$ cat src/rtl/hazard_scoreboard_unit.sv
// hazard_scoreboard_unit
//   Hazard unit for a 5-stage pipeline with a scoreboard for one outstanding
//   multi-cycle (MUL/DIV) operation. Produces stall/flush enables for the
//   pipeline registers and select lines for the E and D forwarding muxes.
//
// Ports
//   clk_i, rst_i                 clock (rising edge), synchronous active-high reset
//   BranchD_i, JumpD_i, MdOpD_i  D-stage instruction class
//   RsD_i, RtD_i, WriteRegD_i    D-stage source / destination registers
//   RsE_i, RtE_i, WriteRegE_i    E-stage sources / destination
//   RegWriteE_i, MemtoRegE_i     E-stage write controls
//   MdStartE_i                   MD op issuing from E this cycle
//   WriteRegM_i, RegWriteM_i, MemtoRegM_i   M-stage destination and controls
//   WriteRegW_i, RegWriteW_i     W-stage destination and write enable
//   StallF_o, StallD_o, FlushE_o pipeline register controls
//   ForwardAE_o, ForwardBE_o     E operand select: 00 regfile, 01 W, 10 M
//   ForwardAD_o, ForwardBD_o     D branch operand select from M ALU result
//   MdBusy_o, MdDone_o           MD scoreboard status
//   MdWriteReg_o                 destination of the outstanding MD op
//   StallCnt_o, FlushCnt_o       saturating perf counters (HAZARD_PERF_CNT_EN only)
//
// Build option: define HAZARD_PERF_CNT_EN to add the StallCnt_o / FlushCnt_o counters.

module hazard_scoreboard_unit #(
  parameter int unsigned RA_W   = 5,
  parameter int unsigned MD_LAT = 4,
  parameter int unsigned CNT_W  = 3
) (
  input  logic            clk_i,
  input  logic            rst_i,
  input  logic            BranchD_i,
  input  logic            JumpD_i,
  input  logic            MdOpD_i,
  input  logic [RA_W-1:0] RsD_i,
  input  logic [RA_W-1:0] RtD_i,
  input  logic [RA_W-1:0] WriteRegD_i,
  input  logic [RA_W-1:0] RsE_i,
  input  logic [RA_W-1:0] RtE_i,
  input  logic [RA_W-1:0] WriteRegE_i,
  input  logic            RegWriteE_i,
  input  logic            MemtoRegE_i,
  input  logic            MdStartE_i,
  input  logic [RA_W-1:0] WriteRegM_i,
  input  logic            RegWriteM_i,
  input  logic            MemtoRegM_i,
  input  logic [RA_W-1:0] WriteRegW_i,
  input  logic            RegWriteW_i,
  output logic            StallF_o,
  output logic            StallD_o,
  output logic            FlushE_o,
  output logic [1:0]      ForwardAE_o,
  output logic [1:0]      ForwardBE_o,
  output logic            ForwardAD_o,
  output logic            ForwardBD_o,
  output logic            MdBusy_o,
  output logic            MdDone_o,
`ifdef HAZARD_PERF_CNT_EN
  output logic [31:0]     StallCnt_o,
  output logic [31:0]     FlushCnt_o,
`endif
  output logic [RA_W-1:0] MdWriteReg_o
);

  localparam logic [1:0] StIdle = 2'd0;
  localparam logic [1:0] StBusy = 2'd1;
  localparam logic [1:0] StDone = 2'd2;

  logic [1:0]      state_q, state_d;
  logic [CNT_W-1:0] cnt_q, cnt_d;
  logic [RA_W-1:0] md_reg_q, md_reg_d;

  logic lwstall, brstall, mdstall, stall;
  logic md_active, md_busy;

  // ---------------------------------------------------------------------------
  // Forwarding
  // ---------------------------------------------------------------------------
  function automatic logic [1:0] fwd_e(input logic [RA_W-1:0] src,
                                       input logic [RA_W-1:0] wr_m, input logic we_m,
                                       input logic [RA_W-1:0] wr_w, input logic we_w);
    if (src != '0 && src == wr_m && we_m) begin
      return 2'b10;
    end else if (src != '0 && src == wr_w && we_w) begin
      return 2'b01;
    end
    return 2'b00;
  endfunction

  always_comb begin
    ForwardAE_o = fwd_e(RsE_i, WriteRegM_i, RegWriteM_i, WriteRegW_i, RegWriteW_i);
    ForwardBE_o = fwd_e(RtE_i, WriteRegM_i, RegWriteM_i, WriteRegW_i, RegWriteW_i);
    // A load in M has no ALU result to forward; brstall covers that case.
    ForwardAD_o = (RsD_i != '0) && (RsD_i == WriteRegM_i) && RegWriteM_i && !MemtoRegM_i;
    ForwardBD_o = (RtD_i != '0) && (RtD_i == WriteRegM_i) && RegWriteM_i && !MemtoRegM_i;
  end

  // ---------------------------------------------------------------------------
  // Stall conditions
  // ---------------------------------------------------------------------------
  assign md_active = (state_q != StIdle);
  assign md_busy   = (state_q == StBusy);

  always_comb begin
    lwstall = MemtoRegE_i && (WriteRegE_i != '0) &&
              ((RsD_i == WriteRegE_i) || (RtD_i == WriteRegE_i));

    brstall = BranchD_i &&
              ((RegWriteE_i && (WriteRegE_i != '0) &&
                ((WriteRegE_i == RsD_i) || (WriteRegE_i == RtD_i))) ||
               (MemtoRegM_i && (WriteRegM_i != '0) &&
                ((WriteRegM_i == RsD_i) || (WriteRegM_i == RtD_i))));

    // RAW holds through DONE: the result is only in the regfile after that cycle.
    mdstall = (md_active && (md_reg_q != '0) &&
               ((RsD_i == md_reg_q) || (RtD_i == md_reg_q))) ||
              (md_busy && (md_reg_q != '0) && (WriteRegD_i == md_reg_q)) ||
              (md_busy && MdOpD_i) ||
              (MdStartE_i && MdOpD_i);

    stall = lwstall | brstall | mdstall;
  end

  assign StallF_o = stall;
  assign StallD_o = stall;
  assign FlushE_o = stall | JumpD_i;

  // ---------------------------------------------------------------------------
  // MD scoreboard FSM
  // ---------------------------------------------------------------------------
  always_comb begin
    state_d  = state_q;
    cnt_d    = cnt_q;
    md_reg_d = md_reg_q;
    case (state_q)
      StIdle: begin
        if (MdStartE_i) begin
          state_d  = StBusy;
          cnt_d    = CNT_W'(MD_LAT - 1);
          md_reg_d = WriteRegE_i;
        end
      end
      StBusy: begin
        // A second issue while busy is illegal and deliberately ignored.
        cnt_d = cnt_q - CNT_W'(1);
        if (cnt_q == CNT_W'(1)) begin
          state_d = StDone;
        end
      end
      StDone: begin
        if (MdStartE_i) begin
          state_d  = StBusy;
          cnt_d    = CNT_W'(MD_LAT - 1);
          md_reg_d = WriteRegE_i;
        end else begin
          state_d = StIdle;
        end
      end
      default: begin
        state_d = StIdle;
        cnt_d   = '0;
      end
    endcase
  end

  always_ff @(posedge clk_i) begin
    if (rst_i) begin
      state_q  <= StIdle;
      cnt_q    <= '0;
      md_reg_q <= '0;
    end else begin
      state_q  <= state_d;
      cnt_q    <= cnt_d;
      md_reg_q <= md_reg_d;
    end
  end

  assign MdBusy_o     = md_active;
  assign MdDone_o     = (state_q == StDone);
  assign MdWriteReg_o = md_reg_q;

  // ---------------------------------------------------------------------------
  // Optional performance counters
  // ---------------------------------------------------------------------------
`ifdef HAZARD_PERF_CNT_EN
  logic [31:0] stall_cnt_q, stall_cnt_d;
  logic [31:0] flush_cnt_q, flush_cnt_d;

  always_comb begin
    stall_cnt_d = stall_cnt_q;
    flush_cnt_d = flush_cnt_q;
    if (StallD_o && (stall_cnt_q != 32'hFFFF_FFFF)) begin
      stall_cnt_d = stall_cnt_q + 32'd1;
    end
    if (FlushE_o && (flush_cnt_q != 32'hFFFF_FFFF)) begin
      flush_cnt_d = flush_cnt_q + 32'd1;
    end
  end

  always_ff @(posedge clk_i) begin
    if (rst_i) begin
      stall_cnt_q <= '0;
      flush_cnt_q <= '0;
    end else begin
      stall_cnt_q <= stall_cnt_d;
      flush_cnt_q <= flush_cnt_d;
    end
  end

  assign StallCnt_o = stall_cnt_q;
  assign FlushCnt_o = flush_cnt_q;
`endif

endmodule

$ cat config.mk
export PLATFORM = sky130hd
export DESIGN_NAME = hazard_scoreboard_unit
export DESIGN_NICKNAME = d
export VERILOG_FILES = /design/src/rtl/hazard_scoreboard_unit.sv
export SDC_FILE = /design/constraint.sdc
export NUM_CORES = 1
export LEC_CHECK = 0
export ABC_AREA = 1
export BUFFER_PORTS_ARGS = -buffer_cell sky130_fd_sc_hd__buf_2
export CELL_PAD_IN_SITES_DETAIL_PLACEMENT = 1
export CELL_PAD_IN_SITES_GLOBAL_PLACEMENT = 2
export CORE_ASPECT_RATIO = 1.2
export CORE_MARGIN = 4
export CORE_UTILIZATION = 23
export CTS_CLUSTER_DIAMETER = 40
export DETAILED_ROUTE_END_ITERATION = 7
export GPL_TIMING_DRIVEN = 0
export MAX_ROUTING_LAYER = met4
export PLACE_DENSITY = 0.92
export SETUP_SLACK_MARGIN = 0.4
export SLEW_MARGIN = 10
export SYNTH_ARGS = -nofsm -noshare
export SYNTH_HDL_FRONTEND = slang
export SYNTH_SLANG_ARGS = --single-unit
$ cat constraint.sdc
create_clock -name clk_i -period 2.7 [get_ports clk_i]
set_clock_uncertainty 0.2 [all_clocks]
set_input_delay 0.27 -clock clk_i [delete_from_list [all_inputs] [get_ports clk_i]]
set_output_delay 0.27 -clock clk_i [all_outputs]
set_load 0.02 [all_outputs]
==> flow_summary.json <==
{
  "switching_share": 0.385,
  "post_cts_buffers": 0,
  "die_y_um": 93.7,
  "yosysWarnings": 0,
  "drive_gt1_frac": 0.270,
  "tightest_slew_ns": 0.340,
  "cts_hold_buf": 0,
  "crit_chain": "buf_6, nor3_1, nand3_1, nand2_1, inv_2, a21oi_2, nand2_1, buf_4, buf_2",
  "grt_max_degree": 7,
  "relSlewSlack": 0.771,
  "yosysTopAreaCellShare": 0.211,
  "fin_cells": 399,
  "ant_nets": 0,
  "antennaDiodeCount": 0,
  "portBuffers": 64,
  "routed_wl_mm": 5.22,
  "grt_pass1_wl_mm": 7.99,
  "yosysSeqAreaShare": 0.142,
  "p_leak_uw": 0.00104,
  "clkTransAtPathRegs_ns": 0.05,
  "p_seq_frac": 0.268,
  "first_iter_violations": 46,
  "maxSlewViolCount": 0,
  "route.detailed.drc": 0,
  "cts_resized": 0,
  "synth.most_common_cell": "nand2_1",
  "clock_latency_ns": 0.25,
  "crit_slowest_cell": "dfxtp_1",
  "syn_inst": 251,
  "async_reset_ff_frac": 0,
  "io_pins": 67,
  "p_clk_frac": 0.300,
  "syn-num-nets": 304,
  "cts.sinks": 10,
  "vias": 1819,
  "grt_pass1_vias": 1819,
  "cts_buffers": 3,
  "intPower_uw": 402,
  "max-cap-violations": 0,
  "firstDrtPassIters": 4,
  "yosysTopAreaCell": "nand2_1",
  "detailed_place_hpwl_mm": 4.54,
  "wire_per_inst_um": 13.1,
  "ctsRootBufferMaster": "clkbuf_8",
  "synth_area_leaders": "nand2_1 (21%), dfxtp_1 (14%), inv_1 (9.3%)",
  "fin_setup_tns_ns": 0,
  "dieArea_um2": 7440,
  "htreeDepth": 1,
  "setup_violations": 0,
  "nets": 373,
  "synth_edf_count": 0,
  "syn2layout_area_growth_pct": 33.8,
  "combPwrFrac": 0.431,
  "overflow": 0,
  "syn_area_um2": 1410,
  "critPathKind": "reg2out",
  "rsz0062_at_grt": "no",
  "worst_setup_path_end_kind": "primary output",
  "die_w_um": 79.4,
  "period_needed_ns": 2.13,
  "min_period_over_period": 0.789,
  "synthTopCellsByCount": "nand2_1 (79), inv_1 (35), nor2_1 (26)",
  "syn_area_per_cell_um2": 5.61,
  "gp_congestion": 0.818,
  "fin_ws_ns": 0.570,
  "synth_seq_cells": 10,
  "synth_cell_types": 27,
  "crit_buf_inv": 4,
  "max_freq_mhz": 470,
  "final-hold-violation-count": 0,
  "vdd_ir_drop_max_uv": 271,
  "cts_tree": "done",
  "start_util": 0.244,
  "worstPathRequired_ns": 2.23,
  "cpLargestDelayFamily": "simple AND/OR/NAND/NOR gates",
  "cp_max_fo": 5,
  "max_stage_delay_ns": 0.32,
  "worstSetupStartpointType": "flip-flop",
  "crit_arrival_ns": 1.66,
  "core.rowCount": 30,
  "placed_cells": 395,
  "core-area_um2": 5780,
  "worst_path_most_repeated_cell": "nand2_1",
  "antenna_found_initial": 0,
  "grtUsageTotal": 0.139,
  "powerDensity_nw_per_um2": 347,
  "pre_cts_ws_ns": 0.771,
  "routed_via_density": 4.56,
  "ys.flop_type": "dfxtp_1",
  "hold_class": "in2reg",
  "net-switching-power_uw": 252,
  "status": "complete, no violations",
  "cts_max_path_buffers": 2
}
[flip-flops by register name (all words and copies together), names as in the netlist]
signal / count
MdWriteReg_o: 5
cnt_q: 3
state_q: 2
[kinds of logic after synthesis]
logic type	Yosys count	synth area share
XOR/XNOR	25	0.156
buffers and inverters	46	0.137
flip-flops	10	0.142
adder cells (fa/ha/maj)	2	0.0178
AND/OR/NAND/NOR	135	0.406
AO/OA/AOI/OAI	33	0.141
[metal layers]
layer  global-route usage  vias up  share of wire
li1                     -      927              -
met1                0.156      827           0.43
met2                0.254       58           0.50
met3               0.0125        7          0.047
met4               0.0516        0          0.024
met5                    -        -              0
[power by group through the flow]
stage / sequential, uW / clock, uW / combinational (uW)
after global routing: 178 / 212 / 317
final: 176 / 196 / 282
after global placement: 179 / 0 / 278
after CTS: 176 / 205 / 287
after floorplan: 183 / 0 / 165
after detailed placement: 179 / 0 / 285
[through the flow]
stage	hold WS [ns]	power (uW)	utilization	instance area [um^2]
after floorplan	0.139	348	-	1410
after global placement	0.258	457	0.316	1830
after detailed placement	0.263	464	0.316	1830
after CTS	0.0428	668	0.326	1880
after global routing	0.0756	707	0.326	1880
final	0.0524	654	0.326	1880
[cell usage in the layout, fill, tap and decap left out, types with 2 or more instances in the layout]
master | netlist | routed
xnor2_1 | 14 | 14
nand3_2 | 2 | 2
nor3_1 | 6 | 6
inv_1 | 35 | 35
clkbuf_8 | 0 | 4
o21ai_0 | 12 | 12
nor2_1 | 26 | 26
buf_6 | 2 | 2
xor2_1 | 11 | 11
a21oi_1 | 10 | 10
nor4_1 | 4 | 4
dfxtp_1 | 10 | 10
buf_2 | 1 | 65
inv_2 | 6 | 6
a21oi_2 | 2 | 2
a211oi_1 | 2 | 2
nand3_1 | 9 | 9
ha_1 | 2 | 2
nand4_1 | 5 | 5
nand2_1 | 79 | 79
o22ai_1 | 4 | 4
nor2_2 | 3 | 3
[final timing paths]
| kind | from | endpoint | slack [ns] | cells past startpoint |
|---|---|---|---|---|
| setup / recovery | MdWriteReg_o[4] | StallF_o | 0.57 | 9 |
| hold / removal | rst_i | cnt_q[1] | 0.05 | 2 |
| setup reg to reg | state_q[0] | MdWriteReg_o[4] | 1.35 | 5 |
| hold reg to reg | state_q[1] | state_q[1] | 0.27 | 1 |
[worst reg2reg max path, stage by stage, from the launching register on]
cell,delay (ns)
dfxtp_1,0.35
inv_1,0.11
nand2_1,0.18
inv_1,0.13
o21ai_0,0.20
a21oi_1,0.06
[cell type report]
class	count	area [um^2]
tap	80	100
timing repair buffer	64	320
clock buffer	4	55.1
buffer	4	35.0
multi-input combinational	195	1010
sequential	10	200
fill	831	3900
inverter	42	158
No activity file was read; power rests on OpenSTA's default activity.
